==> src/rtl/ball_pkg.sv <==
// Shared types for the ball pool: slot lifecycle states, split allocator
// states and default timing constants.
package ball_pkg;

    typedef enum logic [1:0] {
        SLOT_INACTIVE = 2'd0,
        SLOT_ACTIVE   = 2'd1,
        SLOT_POPPING  = 2'd2,
        SLOT_SPLIT    = 2'd3
    } slot_state_t;

    typedef enum logic [1:0] {
        ALLOC_IDLE       = 2'd0,
        ALLOC_EMIT_LEFT  = 2'd1,
        ALLOC_EMIT_RIGHT = 2'd2
    } alloc_state_t;

    localparam int POP_FRAMES_DEF = 15;
    localparam int CNT_W          = 8;

endpackage

==> src/rtl/ball_slot.sv <==
// One ball slot: lifecycle state, size code and pop-animation frame counter.
// Priority: kill > revive > hit > frame tick.
module ball_slot
    import ball_pkg::*;
#(
    parameter int SIZE_W     = 2,
    parameter int POP_FRAMES = POP_FRAMES_DEF
) (
    input  logic              clk,
    input  logic              resetN,
    input  logic              kill,
    input  logic              revive,
    input  logic [SIZE_W-1:0] reviveSize,
    input  logic              hit,
    input  logic              frameTick,
    output slot_state_t       state,
    output logic [SIZE_W-1:0] size
);

    slot_state_t       stateN;
    logic [SIZE_W-1:0] sizeN;
    logic [CNT_W-1:0]  cnt, cntN;

    always_ff @(posedge clk or negedge resetN) begin
        if (!resetN) begin
            state <= SLOT_INACTIVE;
            size  <= '0;
            cnt   <= '0;
        end else begin
            state <= stateN;
            size  <= sizeN;
            cnt   <= cntN;
        end
    end

    always_comb begin
        stateN = state;
        sizeN  = size;
        cntN   = cnt;
        if (kill) begin
            stateN = SLOT_INACTIVE;
            sizeN  = '0;
            cntN   = '0;
        end else if (revive) begin
            stateN = SLOT_ACTIVE;
            sizeN  = reviveSize;
            cntN   = '0;
        end else begin
            case (state)
                SLOT_ACTIVE: if (hit) begin
                    stateN = SLOT_POPPING;
                    cntN   = CNT_W'(POP_FRAMES);
                end
                SLOT_POPPING: if (frameTick) begin
                    cntN = cnt - CNT_W'(1);
                    // last frame of the animation: smallest balls vanish, others wait for the allocator
                    if (cnt == CNT_W'(1))
                        stateN = (size == '0) ? SLOT_INACTIVE : SLOT_SPLIT;
                end
                default: ;
            endcase
        end
    end

endmodule

==> src/rtl/ball_pool_controller.sv <==
// Pool of ball slots with a shared split allocator that turns each popped
// ball into two smaller children, one spawn per cycle.
module ball_pool_controller
    import ball_pkg::*;
#(
    parameter int NUM_SLOTS  = 8,
    parameter int SIZE_W     = 2,
    parameter int POP_FRAMES = POP_FRAMES_DEF
) (
    input  logic                         clk,
    input  logic                         resetN,
    input  logic                         startOfFrame,
    input  logic                         levelStart,
    input  logic [SIZE_W-1:0]            initSize,
    input  logic                         hitValid,
    input  logic [$clog2(NUM_SLOTS)-1:0] hitIdx,
    output logic [NUM_SLOTS-1:0]         available,
    output logic [NUM_SLOTS-1:0]         popping,
    output logic [NUM_SLOTS*SIZE_W-1:0]  ballSize,
    output logic                         spawnValid,
    output logic [$clog2(NUM_SLOTS)-1:0] spawnIdx,
    output logic                         spawnDir,
    output logic                         allClear,
    output logic                         overflow
);

    localparam int IDX_W = $clog2(NUM_SLOTS);

    slot_state_t [NUM_SLOTS-1:0]             slotState;
    logic        [NUM_SLOTS-1:0][SIZE_W-1:0] slotSize;
    logic        [NUM_SLOTS-1:0]             inactive;
    logic        [NUM_SLOTS-1:0]             revive;

    alloc_state_t      aState, aNext;
    logic [IDX_W-1:0]  servIdx, splitIdx, freeIdx, spawnIdxN;
    logic [SIZE_W-1:0] childSize;
    logic              splitAny, freeAny, spawnGo, spawnDirN, setOvf;

    for (genvar g = 0; g < NUM_SLOTS; g++) begin : g_slot
        ball_slot #(
            .SIZE_W     (SIZE_W),
            .POP_FRAMES (POP_FRAMES)
        ) u_slot (
            .clk        (clk),
            .resetN     (resetN),
            .kill       (levelStart && (g != 0)),
            .revive     (revive[g]),
            .reviveSize (levelStart ? initSize : childSize),
            .hit        (hitValid && (hitIdx == IDX_W'(g))),
            .frameTick  (startOfFrame),
            .state      (slotState[g]),
            .size       (slotSize[g])
        );
        assign inactive[g]  = (slotState[g] == SLOT_INACTIVE);
        assign available[g] = (slotState[g] == SLOT_ACTIVE);
        assign popping[g]   = (slotState[g] == SLOT_POPPING) || (slotState[g] == SLOT_SPLIT);
    end

    assign ballSize = slotSize;
    assign allClear = &inactive;

    // Descending scan so the lowest matching index is the one left standing.
    always_comb begin
        splitAny = 1'b0;
        splitIdx = '0;
        freeAny  = 1'b0;
        freeIdx  = '0;
        for (int i = NUM_SLOTS - 1; i >= 0; i--) begin
            if (slotState[i] == SLOT_SPLIT) begin
                splitAny = 1'b1;
                splitIdx = IDX_W'(i);
            end
            if (inactive[i]) begin
                freeAny = 1'b1;
                freeIdx = IDX_W'(i);
            end
        end
    end

    always_ff @(posedge clk or negedge resetN) begin
        if (!resetN) aState <= ALLOC_IDLE;
        else         aState <= aNext;
    end

    always_comb begin
        aNext     = aState;
        revive    = '0;
        spawnGo   = 1'b0;
        spawnIdxN = spawnIdx;
        spawnDirN = spawnDir;
        setOvf    = 1'b0;
        case (aState)
            ALLOC_IDLE: if (splitAny) aNext = ALLOC_EMIT_LEFT;
            ALLOC_EMIT_LEFT: begin
                revive[servIdx] = 1'b1;
                spawnGo         = 1'b1;
                spawnIdxN       = servIdx;
                spawnDirN       = 1'b0;
                aNext           = ALLOC_EMIT_RIGHT;
            end
            ALLOC_EMIT_RIGHT: begin
                if (freeAny) begin
                    revive[freeIdx] = 1'b1;
                    spawnGo         = 1'b1;
                    spawnIdxN       = freeIdx;
                    spawnDirN       = 1'b1;
                end else begin
                    setOvf = 1'b1;
                end
                aNext = ALLOC_IDLE;
            end
            default: aNext = ALLOC_IDLE;
        endcase
        // a new level wipes any split in flight
        if (levelStart) begin
            aNext     = ALLOC_IDLE;
            revive    = '0;
            revive[0] = 1'b1;
            setOvf    = 1'b0;
            spawnGo   = 1'b1;
            spawnIdxN = '0;
            spawnDirN = 1'b1;
        end
    end

    always_ff @(posedge clk or negedge resetN) begin
        if (!resetN) begin
            servIdx    <= '0;
            childSize  <= '0;
            spawnValid <= 1'b0;
            spawnIdx   <= '0;
            spawnDir   <= 1'b0;
            overflow   <= 1'b0;
        end else begin
            spawnValid <= spawnGo;
            spawnIdx   <= spawnIdxN;
            spawnDir   <= spawnDirN;
            if (levelStart)  overflow <= 1'b0;
            else if (setOvf) overflow <= 1'b1;
            if (aState == ALLOC_IDLE && splitAny) begin
                servIdx   <= splitIdx;
                childSize <= slotSize[splitIdx] - SIZE_W'(1);
            end
        end
    end

endmodule

==> config.mk <==
export PLATFORM = sky130hd
export DESIGN_NAME = ball_pool_controller
export DESIGN_NICKNAME = d
export VERILOG_FILES = /design/src/rtl/ball_pkg.sv /design/src/rtl/ball_slot.sv /design/src/rtl/ball_pool_controller.sv
export SDC_FILE = /design/constraint.sdc
export NUM_CORES = 1
export LEC_CHECK = 0
export ABC_AREA = 1
export CORE_ASPECT_RATIO = 0.9
export CORE_MARGIN = 4
export CORE_UTILIZATION = 55
export CTS_BUF_LIST = sky130_fd_sc_hd__clkbuf_8
export DETAILED_ROUTE_END_ITERATION = 12
export GPL_ROUTABILITY_DRIVEN = 0
export PLACE_DENSITY = 0.81
export SKIP_LAST_GASP = 1
export SYNTH_ARGS = -nofsm -noshare
export SYNTH_HDL_FRONTEND = slang
export SYNTH_HIERARCHICAL = 1
export SYNTH_SLANG_ARGS = --single-unit
==> constraint.sdc <==
create_clock -name clk -period 2.3 [get_ports clk]
set_clock_uncertainty 0.2 [all_clocks]
set_input_delay 0.46 -clock clk [delete_from_list [all_inputs] [get_ports clk]]
set_output_delay 0.46 -clock clk [all_outputs]
set_load 0.01 [all_outputs]
Word-level counts from Yosys, hierarchy flattened
Index checks and enable logic that the tools add are counted.
{"block": "totals", "in_bits": 10, "register_bits": 109, "word_cells": 351, "out_inout_bits": 39, "latch_bits": 0, "ram_bits": 0, "n_memories": 0, "rom_bits": 0}
{"block": "op_classes", "n_eq_ne": 67, "mul": 0, "n_reduce_logical": 72, "mux": 167, "addsub": 9, "shifts": 0, "bitwise_logic": 0, "n_lt_le_gt_ge": 5, "div_mod_pow": 0}
{"cell": "2-to-1 mux 8 bit", "n": 33}
{"cell": "case mux 8 bit (2 select lines)", "n": 9}
{"cell": "2-to-1 mux 2 bit", "n": 65}
{"cell": "equality test 8 x 1 -> 1 bit, second input constant", "n": 8}
{"cell": "subtractor 8 x 1 -> 8 bit, second input constant", "n": 8}
{"cell": "2-to-1 mux 3 bit", "n": 18}
{"cell": "case mux 2 bit (2 select lines)", "n": 9}
{"cell": "equality test 2 bit, second input constant", "n": 17}
{"cell": "logical NOT 2 bit", "n": 17}
{"cell": "AND reduction 4 bit", "n": 8}
{"cell": "inequality test 4 x 2 -> 1 bit, second input constant", "n": 7}
{"cell": "inequality test 4 x 3 -> 1 bit, second input constant", "n": 7}
{"cell": "inequality test 4 bit, second input constant", "n": 7}
{"cell": "nonzero test 4 bit", "n": 7}
{"cell": "2-to-1 mux 1 bit", "n": 27}
{"cell": "AND reduction 3 bit", "n": 8}
{"cell": "equality test 2 x 1 -> 1 bit, second input constant", "n": 9}
{"cell": "nonzero test 2 bit", "n": 8}
{"cell": "equality test 3 bit, second input constant", "n": 4}
{"cell": "< comparator 3 x 4 -> 1 bit, second input constant", "n": 3}
{"cell": "logical AND 1 bit", "n": 11}
{"cell": "inequality test 3 bit, second input constant", "n": 3}
{"cell": "logical OR 1 bit", "n": 8}
{"cell": "AND reduction 8 bit", "n": 1}
{"cell": "other kinds (13)", "n": 18}

Logic depth before layout (Yosys ltp)
{"block": "logic_depth", "ltp_word": 18, "depth_mapped": 17, "mapped_depth_nobuf": 17}

By module
Netlist, hierarchy kept.
{"mod": "ball_slot at g_slot[0].u_slot ...", "area_per_inst_um2": 765.7, "seq_area_each_um2": 300.3, "cells_per_inst": 104, "n_inst": 5}
{"mod": "ball_slot at g_slot[6].u_slot ...", "area_per_inst_um2": 768.2, "seq_area_each_um2": 300.3, "cells_per_inst": 102, "n_inst": 2}
{"mod": "ball_pool_controller", "area_per_inst_um2": 1470.2, "seq_area_each_um2": 325.3, "cells_per_inst": 261, "n_inst": 1}
{"mod": "ball_slot at g_slot[5].u_slot", "area_per_inst_um2": 767.0, "seq_area_each_um2": 300.3, "cells_per_inst": 105, "n_inst": 1}

Worst setup path before layout
Ideal clock, no wire load.
{"block": "synth_timing", "path_type": "reg2reg", "start": "reg g_slot[5].u_slot.state[1]", "end": "reg g_slot[1].u_slot.cnt[6]", "period_less_slack_ns": 2.282, "path_stages_with_launch": 16, "t_required_ns": 1.981, "setup_time_ns": 0.119, "path_buffers": 1, "t_arrival_ns": 1.963, "slack_ns": 0.018, "cell_sequence": "dfrtp_1 nor2_1 a21oi_1 nor2_1 nor2_1 o22ai_1 nand2_1 inv_1 nand3_1 a21oi_1 nor2_4 nand2_2 buf_6 nand3_2 nand2_1 nor2_1"}
{"block": "synth_between", "elab_chain_len": 16, "word_cells_on_any_way": 27, "cone_classes": "2 x order compare; 2 x eq/ne; 19 x mux; 4 x reduce/logical"}
{"item": "start: declaration", "line": "ball_slot.sv:16", "rtl": "output slot_state_t state,"}
{"item": "start signal: assignment", "line": "ball_slot.sv:30", "rtl": "state <= stateN;"}
{"item": "logical NOT 2 bit *", "line": "ball_pool_controller.sv:54", "rtl": "assign inactive[g] = (slotState[g] == SLOT_INACTIVE);"}
{"item": "2-to-1 mux 3 bit (6 in a row)", "line": "ball_pool_controller.sv:73", "rtl": "if (inactive[i]) begin"}
{"item": "< comparator 3 x 4 -> 1 bit (implied by the code) or >= comparator 3 x 1 -> 1 bit (tied branches)", "line": "ball_pool_controller.sv:103", "rtl": "revive[freeIdx] = 1'b1;"}
{"item": "logical AND 1 bit (implied by the code)", "line": "ball_pool_controller.sv:103"}
{"item": "2-to-1 mux 1 bit (implied by the code)", "line": "ball_pool_controller.sv:103"}
{"item": "demux 1 bit (select 3 bit)", "line": "ball_pool_controller.sv:103"}
{"item": "2-to-1 mux 8 bit *", "line": "ball_pool_controller.sv:102", "rtl": "if (freeAny) begin"}
{"item": "case mux 8 bit (2 select lines) *", "line": "ball_pool_controller.sv:92", "rtl": "case (aState)"}
{"item": "2-to-1 mux 8 bit *", "line": "ball_pool_controller.sv:115", "rtl": "if (levelStart) begin"}
{"item": "net revive[1]", "line": "ball_pool_controller.sv:32", "rtl": "logic [NUM_SLOTS-1:0] revive;"}
{"item": "inequality test 4 x 2 -> 1 bit (no line) (tied with other cells)"}
{"item": "AND reduction 3 bit (no line) or 2-to-1 mux 8 bit (tied branches)"}
{"item": "end signal: assignment", "line": "ball_slot.sv:32", "rtl": "cnt <= cntN;"}
{"item": "end: declaration", "line": "ball_slot.sv:22", "rtl": "logic [CNT_W-1:0] cnt, cntN;"}
Mark *: on every way through the listed nets, which the timed path passes. The rest lies on a longest branch.
A chain may end at the register's enable or synchronous reset.

Worst setup path after layout
{"block": "layout_timing", "start": "reg g_slot[6].u_slot.state[1]", "end": "reg g_slot[1].u_slot.state[0]"}
{"block": "layout_between", "elab_chain_len": 17, "word_cells_on_any_way": 30, "cone_classes": "2 x order compare; 3 x eq/ne; 21 x mux; 4 x reduce/logical"}
{"item": "start: declaration", "line": "ball_slot.sv:16"}
{"item": "start signal: assignment", "line": "ball_slot.sv:30"}
{"item": "logical NOT 2 bit *", "line": "ball_pool_controller.sv:54"}
{"item": "2-to-1 mux 3 bit (7 in a row)", "line": "ball_pool_controller.sv:73"}
{"item": "< comparator 3 x 4 -> 1 bit (implied by the code) or >= comparator 3 x 1 -> 1 bit (tied branches)", "line": "ball_pool_controller.sv:103"}
{"item": "logical AND 1 bit (implied by the code)", "line": "ball_pool_controller.sv:103"}
{"item": "2-to-1 mux 1 bit (implied by the code)", "line": "ball_pool_controller.sv:103"}
{"item": "demux 1 bit (select 3 bit)", "line": "ball_pool_controller.sv:103"}
{"item": "2-to-1 mux 8 bit *", "line": "ball_pool_controller.sv:102"}
{"item": "case mux 8 bit (2 select lines) *", "line": "ball_pool_controller.sv:92"}
{"item": "2-to-1 mux 8 bit *", "line": "ball_pool_controller.sv:115"}
{"item": "net revive[1]", "line": "ball_pool_controller.sv:32"}
{"item": "inequality test 4 x 3 -> 1 bit (no line) (tied with other cells)"}
{"item": "AND reduction 4 bit (no line) or 2-to-1 mux 2 bit (tied branches)"}
{"item": "end signal: assignment", "line": "ball_slot.sv:30"}
{"item": "end: declaration", "line": "ball_slot.sv:16"}
Marked as above.

==> results.md <==
- Antenna violations before repair: 0
- Max Buffers Root-to-Sink: 2
- Yosys reg bits: 109
- Finished Cell Area: 9280 um2
- Crit path capture type: flop
- Routed Antenna Nets: 0
- Clock Tree Root: clkbuf_8
- RSZ-0062 raised after global routing: true
- Initial Util: ~56%
- Register area share after synthesis: between 30% and 40%
- Critical Path RT: between 2 and 2.5 ns
- Nets: 1252
- Dominant synthesized flop cell: dfrtp_1
- Most frequent cells in the layout: nand2_1, inv_1, nor2_1, dfrtp_1, nand3_1
- CTS tree: done
- Ys async rst share: 100%
- Die W: roughly 130 um
- DR iter-0 viols: about 500
- Post-placement cell area: 8690 um2
- Post-Syn Area per Cell: 6.97 um2
- Failing checks: setup timing
- Number of synthesis warnings: 6
- Post-Syn Instances: 1090
- WL final: between 15 and 20 mm
- Vert. Die Dim: between 100 and 150 um
- CTS buffer count: 9
- Vias in the first global route: 6740
- GRT overflow: 0
- CTS H-tree lvls: 3
- Setup ws final: -0.0400 ns
- Hold Fails Final Rpt: 0
- Syn-to-layout area delta: 22.1%
- Post-DR wirelength/cell: 13.4 um
- Leakage power: 4.60 nW
- Fin crit period: 2.34 ns
- Worst setup SP type: flop
- CTS clk-pin slew, worst paths: 0.11 ns
- Later-pin clock latency in the skew report: roughly 0.40 ns
- Max Slew Vio Count: 0
- Core Util, Final: 68.9%
- Boundary pin count: roughly 50
- Worst EP arrival: 2.42 ns
- Crit Path Max Fanout: 4
- Residual DRC: 0
- Min-Delay Path Class: in2async
- First-pass GRT wire length: approximately 31 mm
- Row count: 40
- Final period utilization: 102%
- GRT Overall Usage: 23.8%
- CORE AREA: 13500 um2
- Most common cell after layout, fill and taps aside: nand2_1
- Share of layout cells above drive strength 1: 19.8%
- Power Density: 1050 nW/um2
- Ant. Diodes: 0
- Final setup vio count: 18
- Sink Count: approximately 110
- Status: complete, but fails checks
- Via density per instance: 5.33
- Via Count: 7346
- Port Buf Inserts: 48
- WS Path Type: reg2reg
- Max IR drop VDD: 0.000544 V
- Yosys cell types: 38
- Hpwl dp: approximately 14 mm
- Number of flops mapped to enable cells by yosys: 0
- Total of max-cap violations: 0
- Largest net degree at the start of global routing: 51
- Mapped Area: 7600 um2
- DIE AREA: 15800 um2
- FILL cells: around 1100
- F_max: 427 MHz
- DRT Pass-1 Iters: 5
## power breakdown
part	switching, W	total [W]	internal [W]
Combinational	0.00333	0.00553	0.00221
Clock	0.000688	0.00122	0.000532
Sequential	0.000488	0.00298	0.00249
## through the flow
| stage | power [W] | cells | hold slack (ns) | setup WS, ns | TNS, ns |
|---|---|---|---|---|---|
| after global routing | 0.0106 | 1378 | 0.333 | -0.200 | -7.46 |
| after global placement | 0.00789 | 1351 | 0.210 | -0.0768 | -0.607 |
| final | 0.00973 | 1378 | 0.308 | -0.0400 | -0.219 |
| after detailed placement | 0.00802 | 1351 | 0.208 | -0.129 | -1.64 |
| after CTS | 0.00931 | 1367 | 0.305 | -0.0321 | -0.0481 |
| after floorplan | 0.00656 | 1092 | -0.0356 | 0.0184 | 0 |
## registers in the layout (all words and copies together), names as in the netlist
| register | cells |
|---|---|
| aState | 2 |
| childSize | 2 |
| g_slot.u_slot/size | 16 |
| g_slot.u_slot/cnt | 64 |
| servIdx | 3 |
| overflow | 1 |
| spawnDir | 1 |
| spawnValid | 1 |
| g_slot.u_slot/state | 16 |
| spawnIdx | 3 |
## cell families after synthesis
kind of cell / synth area share, %
AND/OR/NAND/NOR: 37.0
buffers and inverters: 10.7
AO/OA/AOI/OAI: 10.4
flip-flops: 35.9
adder cells (fa/ha/maj): 5.92
other: 0.0493
## synth_stat cells, types with 2 or more instances
| cell type | n | share of area [%] |
|---|---|---|
| a31oi_1 | 7 | 0.58 |
| nor3_1 | 2 | 0.13 |
| or2_2 | 5 | 0.41 |
| a21oi_1 | 64 | 4.2 |
| nor2_4 | 9 | 1.3 |
| dlygate4sd1_1 | 2 | 0.23 |
| ha_1 | 36 | 5.9 |
| buf_6 | 7 | 1.0 |
| nand2_2 | 18 | 1.5 |
| nor2_1 | 160 | 7.9 |
| nand2_4 | 6 | 0.89 |
| nor2_2 | 6 | 0.49 |
| nand3b_1 | 12 | 1.2 |
| dfrtp_1 | 109 | 36 |
| inv_1 | 174 | 8.6 |
| o21ai_0 | 57 | 3.8 |
| nand2_1 | 237 | 12 |
| o21ai_1 | 13 | 0.86 |
| o22ai_1 | 2 | 0.16 |
| nand4_1 | 10 | 0.82 |
| inv_2 | 6 | 0.30 |
| nand3_4 | 2 | 0.46 |
| nand3_1 | 100 | 6.6 |
| clkbuf_1 | 8 | 0.40 |
| nand3_2 | 25 | 3.3 |
## final timing paths
| kind | endpoint | start | cells past startpoint | slack (ns) |
|---|---|---|---|---|
| worst max-delay path | g_slot[1].u_slot/state[0] | g_slot[6].u_slot/state[1] | 15 | -0.04 |
| worst max register to register | g_slot[1].u_slot/state[0] | g_slot[6].u_slot/state[1] | 15 | -0.04 |
| worst min register to register | childSize[1] | childSize[1] | 2 | 0.31 |
| worst min-delay path | g_slot[5].u_slot/cnt[4] | resetN | 2 | 0.31 |
| max in group asynchronous | g_slot[0].u_slot/cnt[6] | resetN | 3 | 0.98 |
| min in group clk | childSize[1] | childSize[1] | 2 | 0.31 |
## per-layer routing
| metal | vias to the layer above | track usage (%) | part of all wire (%) |
|---|---|---|---|
| met5 | - | 0 | 0 |
| met3 | 24 | 5.03 | 4.6 |
| li1 | 3683 | - | - |
| met1 | 3469 | 32.9 | 47 |
| met2 | 170 | 39.0 | 47 |
| met4 | 0 | 4.46 | 1.2 |
## timing repair
| item | CTS | global route |
|---|---|---|
| pin swaps | 2 | 37 |
| setup endpoints to repair | 40 | 87 |
| hold buffers | 1 | 0 |
| resized for setup | 21 | 92 |
| gates cloned | 0 | 1 |
| hold endpoints to repair | 24 | 0 |
| buffers inserted | 0 | 12 |
## worst max-delay path: stages (launching register included)
cell and delay, ns:
dfrtp_1 0.42, nor2_4 0.05, buf_4 0.13, nor2_1 0.17
nor3_2 0.05, inv_1 0.10, nand2_1 0.08, a21oi_2 0.17
nand3_2 0.09, a21oi_2 0.23, nor2_4 0.09, o21ai_2 0.08
inv_2 0.06, buf_4 0.13, nand3_1 0.08, nand2_1 0.08
## area by class of cell
class / instances / area, um2 / area share (%)
multi-input combinational: 785 / 4330 / 46.6
tap: 168 / 210 / 2.26
inverter: 181 / 687 / 7.40
clock buffer: 10 / 138 / 1.48
sequential: 109 / 2730 / 29.4
clock inverter: 5 / 61.3 / 0.660
timing repair buffer: 120 / 1130 / 12.2
Note: power is estimated with default switching activity, not from simulation.
